$ cat config.mk
export PLATFORM = sky130hd
export DESIGN_NAME = lif_sweep_scheduler
export DESIGN_NICKNAME = d
export VERILOG_FILES = /design/src/rtl/lif_pkg.sv /design/src/rtl/lif_neuron_update.sv /design/src/rtl/lif_sweep_scheduler.sv
export SDC_FILE = /design/constraint.sdc
export NUM_CORES = 1
export LEC_CHECK = 0
export CAP_MARGIN = 0
export CORE_MARGIN = 3
export CORE_UTILIZATION = 60
export CTS_CLUSTER_SIZE = 10
export DETAILED_ROUTE_END_ITERATION = 8
export PLACE_DENSITY = 0.78
export SKIP_LAST_GASP = 1
export SLEW_MARGIN = 20
export SYNTH_ARGS = -nofsm -noshare
export SYNTH_HDL_FRONTEND = slang
export SYNTH_SLANG_ARGS = --single-unit
$ cat constraint.sdc
create_clock -name clk_i -period 6.8 [get_ports clk_i]
set_clock_uncertainty 0.1 [all_clocks]
set_input_delay 1.02 -clock clk_i [delete_from_list [all_inputs] [get_ports clk_i]]
set_output_delay 1.02 -clock clk_i [all_outputs]
set_load 0.005 [all_outputs]
$ cat src/rtl/lif_pkg.sv
// Shared types and helpers for the LIF sweep scheduler: FSM state encoding,
// index-width derivation and a width-parameterised saturating adder.
package lif_pkg;

    localparam int SAT_MAXW = 32;

    typedef enum logic {
        IDLE  = 1'b0,
        SWEEP = 1'b1
    } state_e;

    function automatic int idx_w(input int n);
        return (n > 1) ? $clog2(n) : 1;
    endfunction

    // Operands must already fit in w bits; the result is clamped to 2^w-1.
    function automatic logic [SAT_MAXW-1:0] sat_add(input logic [SAT_MAXW-1:0] a,
                                                    input logic [SAT_MAXW-1:0] b,
                                                    input int                  w);
        logic [SAT_MAXW:0] sum;
        logic [SAT_MAXW:0] lim;
        sum = {1'b0, a} + {1'b0, b};
        lim = ~({(SAT_MAXW+1){1'b1}} << w);
        return (sum > lim) ? lim[SAT_MAXW-1:0] : sum[SAT_MAXW-1:0];
    endfunction

endpackage

$ cat src/rtl/lif_neuron_update.sv
// Combinational leak/integrate/fire evaluation of one neuron; shared by the
// sweep scheduler and reusable by wider multi-lane variants.
module lif_neuron_update
    import lif_pkg::*;
#(
    parameter int W          = 8,
    parameter int LEAK_SHIFT = 1
) (
    input  logic [W-1:0] acc_i,
    input  logic [W-1:0] mem_i,
    input  logic [W-1:0] thr_i,
    output logic [W-1:0] nxt_o,
    output logic         fire_o
);

    logic [SAT_MAXW-1:0] sum;

    // The clamp keeps sum below 2^W, so comparing the full word equals comparing nxt.
    always_comb begin
        sum    = sat_add(SAT_MAXW'(acc_i), SAT_MAXW'(mem_i >> LEAK_SHIFT), W);
        nxt_o  = sum[W-1:0];
        fire_o = (sum >= SAT_MAXW'(thr_i));
    end

endmodule

$ cat src/rtl/lif_sweep_scheduler.sv
// Time-multiplexed LIF scheduler: buffers input currents per neuron and, on each
// tick, sweeps all neurons through one shared update datapath, emitting spike events.
module lif_sweep_scheduler
    import lif_pkg::*;
#(
    parameter  int N_NEURONS    = 8,
    parameter  int W            = 8,
    parameter  int LEAK_SHIFT   = 1,
    parameter  int THRESH_RESET = 127,
    localparam int IDX_W        = idx_w(N_NEURONS)
) (
    input  logic             clk_i,
    input  logic             rst_i,
    input  logic             tick_i,
    input  logic             cur_valid_i,
    output logic             cur_ready_o,
    input  logic [IDX_W-1:0] cur_idx_i,
    input  logic [W-1:0]     cur_val_i,
    input  logic             cfg_we_i,
    input  logic [IDX_W-1:0] cfg_idx_i,
    input  logic [W-1:0]     cfg_thresh_i,
    output logic             spk_valid_o,
    input  logic             spk_ready_i,
    output logic [IDX_W-1:0] spk_idx_o,
    output logic             busy_o,
    output logic             done_o,
    output logic             overrun_o
);

    localparam logic [IDX_W-1:0] LAST_IDX = IDX_W'(N_NEURONS - 1);

    state_e           state_q;
    logic [IDX_W-1:0] ptr_q;
    logic             spk_valid_q;
    logic [IDX_W-1:0] spk_idx_q;
    logic             busy_q;
    logic             done_q;
    logic             overrun_q;

    logic [W-1:0] mem_q [N_NEURONS];
    logic [W-1:0] acc_q [N_NEURONS];
    logic [W-1:0] thr_q [N_NEURONS];
    logic [W-1:0] mem_d [N_NEURONS];
    logic [W-1:0] acc_d [N_NEURONS];
    logic [W-1:0] thr_d [N_NEURONS];

    logic [W-1:0] nxt;
    logic         fire;
    logic         in_sweep;
    logic         stall;
    logic         eval;
    logic [W:0]   cur_sum;
    logic [W-1:0] cur_sat;

    lif_neuron_update #(
        .W          (W),
        .LEAK_SHIFT (LEAK_SHIFT)
    ) u_upd (
        .acc_i  (acc_q[ptr_q]),
        .mem_i  (mem_q[ptr_q]),
        .thr_i  (thr_q[ptr_q]),
        .nxt_o  (nxt),
        .fire_o (fire)
    );

    // A firing neuron can only be committed if the output register is free or draining now.
    always_comb begin
        in_sweep = (state_q == SWEEP);
        stall    = in_sweep && fire && spk_valid_q && !spk_ready_i;
        eval     = in_sweep && !stall;
        cur_sum  = {1'b0, acc_q[cur_idx_i]} + {1'b0, cur_val_i};
        cur_sat  = cur_sum[W] ? {W{1'b1}} : cur_sum[W-1:0];
    end

    always_comb begin
        for (int i = 0; i < N_NEURONS; i++) begin
            mem_d[i] = mem_q[i];
            acc_d[i] = acc_q[i];
            thr_d[i] = thr_q[i];
            if (eval && (ptr_q == IDX_W'(i))) begin
                mem_d[i] = fire ? '0 : nxt;
                // A write landing on the neuron being evaluated seeds the next timestep.
                acc_d[i] = (cur_valid_i && (cur_idx_i == IDX_W'(i))) ? cur_val_i : '0;
            end else if (cur_valid_i && (cur_idx_i == IDX_W'(i))) begin
                acc_d[i] = cur_sat;
            end
            if (cfg_we_i && (cfg_idx_i == IDX_W'(i))) begin
                thr_d[i] = cfg_thresh_i;
            end
        end
    end

    always_ff @(posedge clk_i) begin
        if (rst_i) begin
            for (int i = 0; i < N_NEURONS; i++) begin
                mem_q[i] <= '0;
                acc_q[i] <= '0;
                thr_q[i] <= W'(THRESH_RESET);
            end
        end else begin
            for (int i = 0; i < N_NEURONS; i++) begin
                mem_q[i] <= mem_d[i];
                acc_q[i] <= acc_d[i];
                thr_q[i] <= thr_d[i];
            end
        end
    end

    always_ff @(posedge clk_i) begin
        if (rst_i) begin
            state_q     <= IDLE;
            ptr_q       <= '0;
            spk_valid_q <= 1'b0;
            spk_idx_q   <= '0;
            busy_q      <= 1'b0;
            done_q      <= 1'b0;
            overrun_q   <= 1'b0;
        end else begin
            done_q    <= 1'b0;
            overrun_q <= 1'b0;
            case (state_q)
                IDLE: begin
                    if (tick_i) begin
                        state_q <= SWEEP;
                        ptr_q   <= '0;
                        busy_q  <= 1'b1;
                    end
                end
                SWEEP: begin
                    if (tick_i) begin
                        overrun_q <= 1'b1;
                    end
                    if (eval) begin
                        if (ptr_q == LAST_IDX) begin
                            state_q <= IDLE;
                            ptr_q   <= '0;
                            busy_q  <= 1'b0;
                            done_q  <= 1'b1;
                        end else begin
                            ptr_q <= ptr_q + 1'b1;
                        end
                    end
                end
                default: begin
                    state_q <= IDLE;
                    busy_q  <= 1'b0;
                end
            endcase
            if (eval && fire) begin
                spk_valid_q <= 1'b1;
                spk_idx_q   <= ptr_q;
            end else if (spk_valid_q && spk_ready_i) begin
                spk_valid_q <= 1'b0;
            end
        end
    end

    assign cur_ready_o = 1'b1;
    assign spk_valid_o = spk_valid_q;
    assign spk_idx_o   = spk_idx_q;
    assign busy_o      = busy_q;
    assign done_o      = done_q;
    assign overrun_o   = overrun_q;

endmodule
==> flow_summary.yaml <==
yosys:
  synth.area.top_cells: "edfxtp_1 (51%), mux4_2 (13%), mux2i_1 (5.1%)"
  synth_flop_cell: "edfxtp_1"
  synth_top_area_cell: "edfxtp_1"
  syn_area_per_cell_sq_um: 13.1
  yosys.cell_count.top_type: "edfxtp_1"
  seq_area_frac_synth_pct: 53.5
  synthCells: 828
  synth-edff-count: 184
  async_reset_ff_share_pct: 0
  synth.distinct_cells: 59
  netlist_area_sq_mm: 0.0109
  ys_ff_latch: 198
  synth.top_cell.area_share_pct: 50.9
  synthTopCellsByCount: "edfxtp_1 (184), nor2_1 (127), nand2_1 (73), mux4_2 (62), mux2i_1 (55)"
  synth_nets: 887
  yosys_warnings: 0
min_path:
  hp-start: "busy_o"
  whs_path_depth: 2
  hold_class: "flip-flop to flip-flop"
  whs_endpoint: "busy_o"
clock_network:
  cts.sinks: 198
  clk_pin_slew_worst_paths_ns: 0.08
  cts_setup_buffers: 0
  clockRootBuffer: "clkbuf_16"
  clk_latency_ns: 0.45
  cts_hold_buf: 0
  htreeDepth: 4
  cts_made_buffers: 17
  tritoncts: "built"
  clockBufferDepth: 2
  cts_resized: 0
die:
  die_h_um: 141
  fp.dieW_um: 141
  num_rows: 48
  ios: 36
  die-area_sq_mm: 0.0198
  initial_utilization_pct: 61.9
  core_sq_mm: 0.0175
route:
  dr_wl_met3_mm: 2.69
  wl_met1_mm: 10.9
  vias: 7245
  maxUsedRoutingLayer: "met5"
  drt_wl_total_mm: 27.5
  drt-initial-drc-count: 872
  avgRoutedWirePerCell_um: 25.2
  dr.pass1.iters: 6
  via_per_inst: 6.64
  drc: 0
  wl_met2_mm: 13.0
  ant_nets: 0
timing:
  fin_crit_ns: 6.07
  whs_ns: 0.388
  rsz0062_at_grt: "no"
  clock.fmax_mhz: 165
  period_share_pct: 89.3
  relSlewSlack_pct: 23.8
  hold_viol: 0
  finalMaxSlewViolations: 0
  worst_pin_slew_ns: 1.14
  setup_viol: 0
  setup_slack_ns: 0.726
  finalSetupTns_ns: 0
critical_path:
  cp_max_fo: 22
  r2r_slack_ns: 0.73
  crit_required_ns: 6.77
  worst_setup_path_start_kind: "flip-flop"
  arrival_ns: 6.04
  critPathKind: "flip-flop to flip-flop"
  worstRegToRegCells: 18
  timing.rr.end: "acc_q[5][2]"
  cp-end-kind: "flip-flop"
power:
  p_total_mw: 3.27
  power.leakage_nw: 4.22
  pwr_density_cell_mw_per_mm2: 272
  ir_worst_vdd_uv: 212
global_route:
  grt_pass1_wl_mm: 41.4
  antenna_found_initial: 1
  grt-ovfl-total: 0
  grt_max_degree: 51
  grt_pass1_vias: 7165
  grt_usage_pct: 28.4
final_layout:
  diodes: 0
  drive_above_1_share_pct: 20.2
  fillers: 1204
  areaGrowthSynthToFinish_pct: 10.5
  postLayoutCellArea_sq_mm: 0.0120
  num-nets-final: 912
placed_design:
  post_dp_cell_area_sq_mm: 0.0114
  preCtsSetupSlack_ns: 0.793
  dp_hpwl_mm: 20.0
  gp_congestion: 1.04
  port_buffers: 34
job:
  drv_cap: 0
outcome:
  status: "completed"
## final cells by class
cell class                      instances  area (sq um)  area share [%]
Timing Repair Buffer                   48           435            3.63
Clock buffer                           17           425            3.55
Sequential cell                       198          5810            48.4
Clock inverter                         15           210            1.75
Multi-Input combinational cell        557          4720            39.3
Inverter                               31           116           0.970
Tap cell                              225           282            2.35
## cells by family after synthesis
family	after synthesis	synth area share, %
and+or+nand+nor	289	12.3
buffers and inverters	73	3.09
adders and majority gates	31	3.71
AOI/OAI and AO/OA	90	6.57
DFF	198	53.5
muxes	140	20.3
xor gates and xnor gates	6	0.484
other	1	0.0345
## placed cells by master, fill, tap and decap left out, drive strengths merged, types with 17 or more instances in the layout
cell type	instances
edfxtp	184
nor2	135
nand2	74
mux4	62
mux2i	55
inv	41
clkdlybuf4s50	32
ha	29
a21oi	25
mux2	23
nand2b	22
a211oi	19
nand3	17
clkbuf	17
## through the flow
stage          util, %  cells
2_1_floorplan        -    828
3_3_place_gp      64.8   1059
3_5_place_dp      64.8   1059
4_1_cts           68.5   1091
5_1_grt           68.4   1091
6_report          68.4   1091
## power by group
part / internal (mW) / switching, mW / leakage, nW
clock network: 0.516 / 0.537 / 0.307
logic: 0.282 / 0.447 / 1.91
registers: 1.43 / 0.0501 / 2.00
total: 2.23 / 1.03 / 4.22
## sequential cells by signal (all words and copies together), names as in the netlist, named ones only
signal	flops
spk_valid_o	1
in_sweep	1
done_o	1
busy_o	1
spk_idx_o	3
thr_q	64
mem_q	56
overrun_o	1
ptr_q	3
acc_q	64
## layer usage
layer / GRT usage [%] / up-vias
met5: 0 / -
met4: 11.1 / 2
met3: 7.51 / 79
met2: 43.4 / 400
met1: 39.4 / 3602
li1: - / 3162
## worst max-delay path: stages (launching register included)
cell	delay, ns
dfxtp_4	0.64
mux4_2	0.57
mux2_2	0.28
ha_1	0.24
fa_1	0.45
a211oi_1	0.25
o21bai_1	0.13
a211oi_1	0.39
nor2_4	0.15
nor2_4	0.26
inv_1	0.08
ha_1	0.29
o21a_1	0.16
o21ai_0	0.36
o211ai_4	0.23
a21oi_1	0.18
buf_4	0.22
or2_2	0.29
o21bai_1	0.40
## worst max path at each step
stage	start	endpoint	slack, ns	cells past startpoint
after floorplan	flip-flop	acc_q[3][0]	1.42	19
after global placement	flip-flop	acc_q[5][4]	1.00	18
after detailed placement	flip-flop	acc_q[5][5]	0.79	18
after CTS	flip-flop	acc_q[5][5]	0.74	18
after global routing	flip-flop	acc_q[5][6]	0.28	18
final	flip-flop	acc_q[5][2]	0.73	18
Note: power is estimated with default switching activity, not from simulation.
==> RTL edit 1 (config.mk and constraints unchanged) <==
Change the parameter `N_NEURONS` from 8 to 32.
--- a/src/rtl/lif_sweep_scheduler.sv
+++ b/src/rtl/lif_sweep_scheduler.sv
@@ -5,3 +5,3 @@
 #(
-    parameter  int N_NEURONS    = 8,
+    parameter  int N_NEURONS    = 32,
     parameter  int W            = 8,
Interface: changed (resized cfg_idx_i, cur_idx_i and spk_idx_o); port bits go from 36 to 42. The function was not compared with the original's and may differ.
==> RTL edit 1 against the unedited design <==
Area after synthesis grew to 3.6 times the old value; non-clock buffer count grew 144; critical path depth grew 1; routed wire length grew to 4.0 times the old value; sequential cell count grew 558; count of clock-buffer cells in the layout grew 101; setup slack lost 0.45 ns; global-route usage grew 4.6 points; cell area grew to 3.6 times the old value; first-iteration DRC count grew to 5.0 times the old value; total power grew to 3.8 times the old value; die area grew to 3.4 times the old value; synthesized cell count grew to 3.3 times the old value; largest cell class unchanged; highest routed layer unchanged.
==> RTL edit 1: results (changes against the unedited design) <==
Top FF cell, synth -> edfxtp_1
Max Root-Sink Buffers -> 3 (+1)
Hold Path Class -> register to register
LEAKAGE -> 14.32 nW (+240%)
FFs w/ async S/R, synth -> 0% (unchanged)
Seq/Total Area, Yosys -> 58.09% (+4.6 points)
slowest stage delay, CP -> 0.68 ns (+0.04 ns)
largest net degree at the start of global routing -> 83 (+63%)
drt total wl -> 110500 um (+300%)
Top Registers -> acc_q (256), thr_q (256), mem_q (224)
Worst EP arrival -> 6.85 ns (+0.81 ns)
Syn Nets -> 2786 (+210%)
vias in the first global route -> 25.79k (+260%)
maximum fanout along the worst path -> 29 (+32%)
Yosys warnings -> 0 (unchanged)
RePlAce Congestion -> 0.9529 (-8.1%)
hpwl dp -> 73320 um (+270%)
Slew HR -> 26.07% (+2.3 points)
largest cells by area after synthesis -> edfxtp_1 57%, mux4_2 17%, a21oi_1 2.9%
root buffer cell -> clkbuf_16
cts bufs inserted -> 86 (+69)
layout cell share with drive strength beyond 1 -> 27.07% (+6.9 points)
PortBufs -> 40 (+18%)
1st-iter DRT viols -> 4357 (+400%)
setup ws final -> 0.2786 ns (-0.4478 ns)
Via density -> 7.319 (+10%)
global-route wire length before repair -> 165000 um (+300%)
number of synthesized flops with an enable pin -> 736 (+300%)
Slowest-stage cell, CP -> dfxtp_4
CTS H-tree depth -> 3 (-1)
commonest cells in the netlist -> 736 x edfxtp_1, 300 x mux4_2, 226 x a21oi_1
Worst-Skew Late Latency -> 0.64 ns (+0.19 ns)
Placed Area -> 0.04026 mm2 (+250%)
FILL cells -> 4081 (+240%)
initial antenna violation count -> 5 (+4)
most frequent cell after synthesis -> edfxtp_1
DP Worst Slack -> 0.1633 ns (-0.6301 ns)
DRT Pass-1 Iters -> 7 (+1)
maximum vdd drop -> 0.0002715 V (+28%)
outcome -> finished, final reports clean
Tot GR Track Use -> 33.01% (+4.6 points)
CTS clk-pin slew, worst paths -> 0.06 ns (-0.02 ns)
==> RTL edit 1: cell count changes in the layout (fill, tap and decap cells not counted), sizes merged, moves of 21 or more <==
cell / unedited run / this run
a211oi: 19 / 155
a21oi: 25 / 229
buf: 16 / 154
clkbuf: 17 / 119
edfxtp: 184 / 736
inv: 41 / 20
mux2i: 55 / 29
mux4: 62 / 300
nand2: 74 / 196
nand3: 17 / 113
nor2: 135 / 221
nor3: 10 / 47
o211ai: 6 / 34
or2: 14 / 120
==> RTL edit 1: final cells by class <==
cell class	instances	share of cell area (%)
clock inverter	7	0.2423
multi-input combinational	1691	35.30
antenna	1	0.005838
inverter	18	0.1576
sequential	756	52.52
tap	846	2.470
clock buffer	118	5.400
timing repair buffer	192	3.903
==> RTL edit 1: cells by family after synthesis <==
| kind of cell | synth area share (%) |
|---|---|
| AO/OA/AOI/OAI | 9.137 |
| AND/OR/NAND/NOR | 9.573 |
| XOR/XNOR | 0.1131 |
| buffers and inverters | 3.152 |
| flip-flops | 58.09 |
| other | 0.009680 |
| adder cells (fa/ha/maj) | 1.040 |
| multiplexers | 18.89 |
==> RTL edit 1: power breakdown <==
part	total (mW)	switching, mW	internal [mW]
Combinational	2.51	1.52	0.989
Clock	4.16	1.81	2.35
Sequential	5.85	0.213	5.63
==> RTL edit 1: what timing repair did <==
action,4_1_cts,5_1_grt
hold buffers,0,0
gates resized for setup,0,4
buffers inserted,0,16
endpoints found under the setup margin,0,345
==> RTL edit 1: final timing paths <==
kind	start	to	cells after the start
hold / removal	busy_o$_SDFFE_PP0P_	busy_o$_SDFFE_PP0P_	2
setup / recovery	register	mem_q[12][7]$_SDFFCE_PN0P_	19
hold reg to reg	busy_o$_SDFFE_PP0P_	busy_o$_SDFFE_PP0P_	2
setup reg to reg	register	mem_q[12][7]$_SDFFCE_PN0P_	19
==> RTL edit 1: worst reg2reg max path, delay by kind of cell, from the launching register on <==
family	cells	cell delay [ns]
buffers and inverters	3	0.84
multiplexers	3	1.20
flip-flops	1	0.68
AND/OR/NAND/NOR	4	1.23
AO/OA/AOI/OAI	7	1.58
adder cells (fa/ha/maj)	2	0.70
==> RTL edit 1: layer usage <==
| layer | GRT usage [%] | vias up | share of wire, % |
|---|---|---|---|
| li1 | - | 10790 | - |
| met1 | 46.06 | 13050 | 35 |
| met2 | 50.54 | 2324 | 47 |
| met3 | 7.800 | 389 | 14 |
| met4 | 14.03 | 6 | 4.6 |
| met5 | 0 | - | 0.040 |
==> RTL edit 1: per-stage QoR <==
stage	hold WS, ns	instances	util, %
2_1_floorplan	0.3527	2723	-
3_3_place_gp	0.3519	3486	63.46
3_5_place_dp	0.3634	3486	63.47
4_1_cts	0.3843	3611	67.28
5_1_grt	0.4273	3628	67.58
6_report	0.3867	3629	67.58
==> RTL edit 2 (same flow settings) <==
Without the edit above. Put one more register stage on the output `overrun_o`, with the module's reset. The value now appears one clock later. The other outputs are not delayed to match.
--- a/src/rtl/lif_sweep_scheduler.sv
+++ b/src/rtl/lif_sweep_scheduler.sv
@@ -162,3 +162,9 @@
     assign done_o      = done_q;
-    assign overrun_o   = overrun_q;
+    always_ff @(posedge clk_i) begin
+        if (rst_i) begin
+            overrun_o <= '0;
+        end else begin
+            overrun_o <= overrun_q;
+        end
+    end
 
Function: changed (Yosys sat finds a counterexample within 4 cycles, from zero or initial values and one cycle with rst_i high).
==> RTL edit 2 against the unedited design <==
Cell area increased by 0.20%; setup slack got worse by 0.044 ns; count of clock-buffer cells in the layout unchanged; routed wire length increased by 2.2%; sequential cell count increased by 1; total power decreased by 0.70%; area after synthesis decreased by 0.33%; critical path depth increased by 1; highest routed layer is now met4.
==> RTL edit 2: results (changes against the unedited design) <==
FF-to-FF setup slack -> 0.68 ns (-0.04 ns)
metal3 WL -> 3360 um (+25%)
worst hold path endpoint -> overrun_o$_SDFF_PP0_
GRT met3 Usage -> 8.911% (+1.4 points)
DRT Pass-1 Iters -> 5 (-1)
top layer in use -> met4
RePlAce Congestion -> 0.9658 (-6.9%)
largest net degree at the start of global routing -> 31 (-39%)
Syn Nets -> 899 (+1.4%)
M1 wire length -> 10970 um (+0.29%)
Worst EP arrival -> 6.18 ns (+0.14 ns)
global-route wire length before repair -> 43700 um (+5.6%)
LEAKAGE -> 4.237 nW (+0.43%)
Slowest-stage cell, CP -> dfxtp_2
hpwl dp -> 20130 um (+0.77%)
per-cell routed wire length -> 25.28 um (+0.24%)
outcome -> finished, final reports clean
grt met1 use -> 41.96% (+2.5 points)
Comb power -> 743 uW (+2%)
total power -> 3.243 mW (-0.70%)
maximum fanout along the worst path -> 28 (+27%)
maximum vdd drop -> 0.0001986 V (-6.3%)
Worst Hold Path Cells -> 1 (-1)
FILL cells -> 1179 (-2.1%)
commonest cells in the netlist -> 184 x edfxtp_1, 124 x nor2_1, 83 x nand2_1
1st-iter DRT viols -> 918 (+5.3%)
hold_sp -> overrun_q$_SDFF_PP0_
layout net count -> 933 (+2.3%)
layout cell share with drive strength beyond 1 -> 20.74% (+0.54 points)
Syn Inst Count -> 840 (+1.4%)
slowest stage delay, CP -> 0.62 ns (-0.02 ns)
Via density -> 6.701 (+0.91%)
Placed Cells -> 1080 (+2.0%)
initial antenna violation count -> 0 (-1)
Tot GR Track Use -> 29.58% (+1.2 points)
metal2 WL -> 13180 um (+1.4%)
Layout Cells excl Fill -> 1112 (+1.9%)
Int Power -> 2.228 mW (-0.18%)
==> RTL edit 2: changes by cell type in the layout (fill, tap and decap cells not counted), moves of 6 or more <==
cell	before	now
buf_4	14	26
a21oi_1	18	28
nor3_1	10	19
nor2b_1	3	13
mux2i_1	55	28
a211oi_4	0	6
nand2_1	73	83
nand2b_1	21	13
==> RTL edit 2: worst max-delay path by stage <==
stage | to | cells after the start | slack, ns
3_3_place_gp | acc_q[7][0]$_SDFFCE_PP0P_ | 19 | 0.98
2_1_floorplan | acc_q[2][0]$_SDFFCE_PN0P_ | 19 | 1.11
3_5_place_dp | acc_q[7][0]$_SDFFCE_PP0P_ | 19 | 0.79
4_1_cts | acc_q[7][0]$_SDFFCE_PP0P_ | 19 | 0.75
6_report | acc_q[7][0]$_SDFFCE_PP0P_ | 19 | 0.68
5_1_grt | acc_q[7][4]$_SDFFCE_PP0P_ | 19 | 0.31
==> RTL edit 2: area by class of cell <==
cell class	count	area (um2)	area share (%)
multi-input cells	570	4672	38.86
flip-flops and latches	199	5828	48.48
clock inverters	15	182.7	1.519
clock buffers	17	425.4	3.538
repair buffers	60	535.5	4.454
well taps	225	281.5	2.342
inverters	26	97.59	0.8117
==> RTL edit 2: kinds of logic (layout without fill, tap and decap cells) <==
family	after synthesis	in the layout	synth area share, %
other cells	1	1	0.03464
simple gates	302	302	12.66
flops	199	199	53.82
buf+inv	71	118	3.017
xor+xnor	5	5	0.4046
fa+ha+maj	31	31	3.722
compound gates	119	119	8.566
mux	112	112	17.78
==> RTL edit 2: stage by stage <==
step / worst slack, ns / area (um2)
after floorplan: 1.109 / 10820
after global placement: 0.9754 / 11410
after detailed placement: 0.7900 / 11410
after CTS: 0.7502 / 12020
after global routing: 0.3082 / 12020
final: 0.6824 / 12020
